`src/rtl/sfifo_ram.sv`:
```
// rtl/sfifo_ram.sv - 2**LGFLEN x 8 simple dual-port RAM for the txuart transmit FIFO
//
// Ports:
//   i_clk      write clock (posedge)
//   i_wr_en    write strobe
//   i_wr_addr  write address
//   i_wr_data  write byte
//   i_rd_addr  read address (combinational read)
//   o_rd_data  byte at i_rd_addr
//
// Storage is deliberately left without reset so it maps onto distributed RAM.
module sfifo_ram #(
    parameter int LGFLEN = 4
) (
    input  logic              i_clk,
    input  logic              i_wr_en,
    input  logic [LGFLEN-1:0] i_wr_addr,
    input  logic [7:0]        i_wr_data,
    input  logic [LGFLEN-1:0] i_rd_addr,
    output logic [7:0]        o_rd_data
);

    logic [7:0] mem [2**LGFLEN];

    always_ff @(posedge i_clk) begin
        if (i_wr_en) begin
            mem[i_wr_addr] <= i_wr_data;
        end
    end

    assign o_rd_data = mem[i_rd_addr];

endmodule

```
`src/rtl/txuart_fifo.sv`:
```
// rtl/txuart_fifo.sv - transmit FIFO feeding txuart over its strobe/busy handshake
//
// Ports:
//   i_clk           clock, all logic on posedge
//   i_reset_n       asynchronous active-low reset
//   i_wr            source write request
//   i_data          byte to write, taken when i_wr && !o_full
//   o_full          no write accepted this cycle
//   o_fill          entries held, including the output register
//   o_overflow      sticky: write attempted while full
//   i_clr_overflow  synchronous clear of o_overflow (a new overflow wins)
//   o_stb           byte valid toward txuart
//   o_data          byte toward txuart, stable while o_stb && i_busy
//   i_busy          txuart busy; transfer on o_stb && !i_busy
module txuart_fifo #(
    parameter int LGFLEN = 4
) (
    input  logic              i_clk,
    input  logic              i_reset_n,
    input  logic              i_wr,
    input  logic [7:0]        i_data,
    output logic              o_full,
    output logic [LGFLEN:0]   o_fill,
    output logic              o_overflow,
    input  logic              i_clr_overflow,
    output logic              o_stb,
    output logic [7:0]        o_data,
    input  logic              i_busy
);

    typedef enum logic {
        OUT_EMPTY = 1'b0,
        OUT_HOLD  = 1'b1
    } out_state_e;

    localparam logic [LGFLEN:0] FULL_FILL = (LGFLEN+1)'(2**LGFLEN);

    out_state_e        state_q, state_d;
    logic [7:0]        data_q, data_d;
    logic [LGFLEN-1:0] wr_ptr_q, wr_ptr_d;
    logic [LGFLEN-1:0] rd_ptr_q, rd_ptr_d;
    logic [LGFLEN:0]   fill_q, fill_d;
    logic              full_q, full_d;
    logic              overflow_q, overflow_d;

    logic              wr_ok;
    logic              rd_ok;
    logic [LGFLEN:0]   ram_cnt;
    logic              ram_has;
    logic              load;
    logic [7:0]        ram_rd_data;

    sfifo_ram #(
        .LGFLEN(LGFLEN)
    ) u_ram (
        .i_clk     (i_clk),
        .i_wr_en   (wr_ok),
        .i_wr_addr (wr_ptr_q),
        .i_wr_data (i_data),
        .i_rd_addr (rd_ptr_q),
        .o_rd_data (ram_rd_data)
    );

    // fill counts the output register too, so the RAM only holds unread
    // bytes when fill exceeds what the output register accounts for.
    // Only bytes written before this edge count, so a write never bypasses.
    always_comb begin
        wr_ok   = i_wr && !full_q;
        rd_ok   = (state_q == OUT_HOLD) && !i_busy;
        ram_cnt = fill_q - {{LGFLEN{1'b0}}, (state_q == OUT_HOLD)};
        ram_has = (ram_cnt != '0);
        load    = ((state_q == OUT_EMPTY) || rd_ok) && ram_has;
    end

    always_comb begin
        state_d    = state_q;
        data_d     = data_q;
        wr_ptr_d   = wr_ptr_q;
        rd_ptr_d   = rd_ptr_q;
        fill_d     = fill_q;
        overflow_d = overflow_q;

        if (wr_ok) begin
            wr_ptr_d = wr_ptr_q + 1'b1;
        end

        case (state_q)
            OUT_EMPTY: begin
                if (ram_has) begin
                    state_d = OUT_HOLD;
                end
            end
            OUT_HOLD: begin
                if (rd_ok && !ram_has) begin
                    state_d = OUT_EMPTY;
                end
            end
            default: state_d = OUT_EMPTY;
        endcase

        if (load) begin
            data_d   = ram_rd_data;
            rd_ptr_d = rd_ptr_q + 1'b1;
        end

        case ({wr_ok, rd_ok})
            2'b10:   fill_d = fill_q + 1'b1;
            2'b01:   fill_d = fill_q - 1'b1;
            default: fill_d = fill_q;
        endcase

        // Registered full flag: depends only on the next fill value, so
        // i_busy never reaches o_full combinationally.
        full_d = (fill_d == FULL_FILL);

        if (i_wr && full_q) begin
            overflow_d = 1'b1;
        end else if (i_clr_overflow) begin
            overflow_d = 1'b0;
        end
    end

    always_ff @(posedge i_clk or negedge i_reset_n) begin
        if (!i_reset_n) begin
            state_q    <= OUT_EMPTY;
            data_q     <= 8'h00;
            wr_ptr_q   <= '0;
            rd_ptr_q   <= '0;
            fill_q     <= '0;
            full_q     <= 1'b0;
            overflow_q <= 1'b0;
        end else begin
            state_q    <= state_d;
            data_q     <= data_d;
            wr_ptr_q   <= wr_ptr_d;
            rd_ptr_q   <= rd_ptr_d;
            fill_q     <= fill_d;
            full_q     <= full_d;
            overflow_q <= overflow_d;
        end
    end

    assign o_stb      = (state_q == OUT_HOLD);
    assign o_data     = data_q;
    assign o_fill     = fill_q;
    assign o_full     = full_q;
    assign o_overflow = overflow_q;

endmodule
```
`config.mk`:
```
export PLATFORM = sky130hd
export DESIGN_NAME = txuart_fifo
export DESIGN_NICKNAME = d
export VERILOG_FILES = /design/src/rtl/sfifo_ram.sv /design/src/rtl/txuart_fifo.sv
export SDC_FILE = /design/constraint.sdc
export NUM_CORES = 1
export LEC_CHECK = 0
export CELL_PAD_IN_SITES_DETAIL_PLACEMENT = 0
export CELL_PAD_IN_SITES_GLOBAL_PLACEMENT = 2
export CORE_MARGIN = 1.5
export CORE_UTILIZATION = 50
export CTS_CLUSTER_DIAMETER = 50
export DETAILED_ROUTE_END_ITERATION = 7
export GPL_ROUTABILITY_DRIVEN = 0
export PLACE_DENSITY_LB_ADDON = 0.1
export SKIP_LAST_GASP = 1
export SYNTH_ARGS = -nofsm -noshare
export SYNTH_HDL_FRONTEND = slang
export SYNTH_HIERARCHICAL = 1
export SYNTH_SLANG_ARGS = --single-unit
export TNS_END_PERCENT = 30
```
`constraint.sdc`:
```
create_clock -name i_clk -period 4.6 [get_ports i_clk]
set_clock_uncertainty 0.05 [all_clocks]
set_input_delay 0.46 -clock i_clk [delete_from_list [all_inputs] [get_ports i_clk]]
set_output_delay 0.46 -clock i_clk [all_outputs]
set_load 0.01 [all_outputs]
```
==> flow_metrics.py <==
metrics = {
    "cts": {
        "tritoncts": "done",
        "post_cts_buffers": 0,
        "cts_root_buf": "clkbuf_16",
        "cts_sinks": 152,
        "cts_resized": 0,
        "cts.clk_slew.worst_paths_ns": 0.06,
        "cts_buffers": 17,
        "clock_latency_ns": 0.42,
        "cts.hold.buffers_added": 0,
        "clockBufferDepth": 2,
        "h-tree-depth": 4,
    },
    "route": {
        "wl_per_cell_um": 20.70,
        "ant_nets": 0,
        "via_count": 2924,
        "drt-total-wl_um": 10990,
        "drtPass1Iterations": 5,
        "viasPerCell": 5.507,
        "drc": 0,
        "drt_iter0_markers": 240,
    },
    "final_layout": {
        "layout-drive-gt1-share_pct": 18.73,
        "seq_area_mm2": 0.004447,
        "num-fill-cells": 888,
        "syn_to_final_growth_pct": 15.49,
        "num-nets-final": 370,
        "antenna_cells": 0,
        "multi_input_area_mm2": 0.001647,
        "finalNonFillerCells": 531,
    },
    "synthesis": {
        "synth_commonest_cells": "edfxtp_1, dfrtp_1, mux4_2, a22oi_1, nor2_1",
        "syn_area_per_cell_um2": 19.83,
        "synth_most_common_cell": "edfxtp_1",
        "yosysSeqAreaShare_pct": 71.37,
        "synthFlopType": "edfxtp_1",
        "ys_ff_latch": 152,
        "synthArstFlopShare_pct": 15.79,
        "synth_edf_count": 128,
        "syn_area_mm2": 0.006227,
        "synth_area_leader_cell": "edfxtp_1",
        "synth_cell_types": 44,
        "netlist_instances": 314,
        "yosysWarnings": 6,
        "synth_fp_nets": 333,
        "synth_area_leaders": "edfxtp_1, dfrtp_1, mux4_2",
        "yosysTopAreaCellShare_pct": 61.72,
    },
    "power_and_ir_drop": {
        "p_switching_mw": 1.342,
        "switching_share_pct": 29.58,
        "powerDensity_mw_per_mm2": 630.8,
        "sequentialPowerShare_pct": 43.5,
        "ir_drop_mv": 0.3769,
        "pwr-share-comb_pct": 27.7,
        "internal_power_mw": 3.195,
        "clockPowerShare_pct": 28.8,
        "leakage_nw": 2.457,
    },
    "die": {
        "core_mm2": 0.01206,
        "ios": 29,
        "initial_core_util_pct": 51.63,
        "die_area_mm2": 0.01313,
        "die_x_um": 114.6,
        "die_h_um": 114.6,
        "num_rows": 40,
    },
    "worst_setup_path": {
        "criticalPathCategory": "in2reg",
        "cp-end-kind": "flop",
        "crit_family": "simple AND/OR/NAND/NOR gates",
        "slowest_delay_ns": 0.51,
        "reg2reg_from": "o_full$_DFF_PN0_",
        "crit_buf_inv": 2,
        "critical_path.cell_chain": "clkdlybuf4s50_1 > nor2b_1 > inv_1 > ha_1 > xor2_1 > ha_1 > a21oi_1 > xor2_1 > nor2_1 > xor2_1 > and4bb_1",
        "critPathMaxFanout": 9,
        "startpoint": "i_wr",
        "critPathMostFrequentCell": "xor2_1",
        "slowest_stage": "nor2b_1",
        "startpoint_type": "input pin",
        "arrival_ns": 3.10,
        "crit_required_ns": 4.85,
    },
    "sta": {
        "worstMarginPinSlew_ns": 1.069,
        "hold_violations": 0,
        "rsz0062_at_grt": "false",
        "setup_violations": 0,
        "fin_crit_ns": 2.841,
        "final_max_slew_viol_count": 0,
        "slew_headroom_pct": 28.52,
        "max_freq_mhz": 352.0,
        "fin_setup_tns_ns": 0,
        "finalCritPeriodShare_pct": 61.76,
    },
    "placement": {
        "dp.cells": 500,
        "portBuffers": 28,
        "hpwl_um": 7192,
    },
    "global_routing": {
        "antenna_found_initial": 0,
        "grt_pass1_vias": 2923,
        "grt_max_degree": 36,
        "grt_use_total_pct": 18.84,
        "globalRouteOverflowTotal": 0,
        "grt_pass1_wl_um": 17210,
    },
    "status": {
        "run_status": "complete, no violations",
    },
    "min_path": {
        "hold_path.class": "reg2reg",
        "min_from": "o_data[0]$_DFFE_PN0P_",
    },
    "job": {
        "maxCapViolations": 0,
    },
}
power by group through the flow:
stage	Sequential (mW)	Combinational [mW]	Clock [mW]
after floorplan	1.90	0.997	0
after global placement	2.00	1.26	0
after detailed placement	2.01	1.27	0
after CTS	1.98	1.27	1.33
after global routing	2.02	1.37	1.39
final	1.97	1.26	1.31
cell families after synthesis:
| group | count (synthesis) | synth area share [%] |
|---|---|---|
| DFF | 152 | 71.37 |
| and+or+nand+nor | 55 | 5.104 |
| muxes | 43 | 14.83 |
| AOI/OAI and AO/OA | 27 | 3.235 |
| buffers and inverters | 18 | 2.190 |
| xor gates and xnor gates | 13 | 2.070 |
| adders and majority gates | 6 | 1.206 |
path summary, 6_finish.rpt:
kind,to,slack (ns),depth (start not counted)
worst max-delay path,o_full$_DFF_PN0_,1.76,11
worst min-delay path,o_data[0]$_DFFE_PN0P_,0.43,1
worst max register to register,o_full$_DFF_PN0_,1.86,10
worst min register to register,o_data[0]$_DFFE_PN0P_,0.43,1
max in group asynchronous,rd_ptr_q[0]$_DFFE_PN0P_,3.22,1
min in group asynchronous,rd_ptr_q[3]$_DFFE_PN0P_,0.57,1
sequential cells by signal, indices dropped and copies added (netlist names):
signal      flops
o_data          8
rd_ptr_q        4
o_fill          5
o_full          1
o_overflow      1
wr_ptr_q        4
o_stb           1
u_ram/mem     128
stage by stage:
stage	util, %	total power, mW	hold slack (ns)	setup slack (ns)	instance area [um^2]
after floorplan	-	2.899	0.1144	2.114	6227
after global placement	54.99	3.259	0.4172	1.358	6633
after detailed placement	54.99	3.273	0.4265	1.296	6633
after CTS	59.63	4.585	0.4382	1.743	7192
after global routing	59.63	4.779	0.4735	1.447	7192
final	59.63	4.537	0.4338	1.759	7192
per-layer routing:
layer / routed length (um) / global-route usage, % / vias to the layer above
met3: 433 / 5.876 / 7
met5: 0 / 0 / -
met1: 5203 / 26.67 / 1516
li1: - / - / 1347
met4: 106 / 6.250 / 0
met2: 5249 / 28.10 / 54
area by class of cell:
class | count | share of cell area (%)
repair buffers | 33 | 4.419
well taps | 168 | 2.923
clock inverters | 14 | 1.862
clock buffers | 17 | 5.915
flip-flops and latches | 152 | 61.83
multi-input cells | 144 | 22.89
inverters | 3 | 0.1566
cells in the final DEF (no fill, tap or decap), drive strengths merged, types with 3 or more instances in the layout:
cell,instances
xnor2,6
buf,5
o21ai,3
mux4,32
nand2,14
clkinv,9
ha,6
xor2,7
a22oi,16
edfxtp,128
a21oi,4
nor2,16
dfrtp,24
mux2,11
nor2b,5
clkbuf,17
inv,4
nor3,4
nand2b,3
clkdlybuf4s50,28
(Power assumes the default switching activity.)
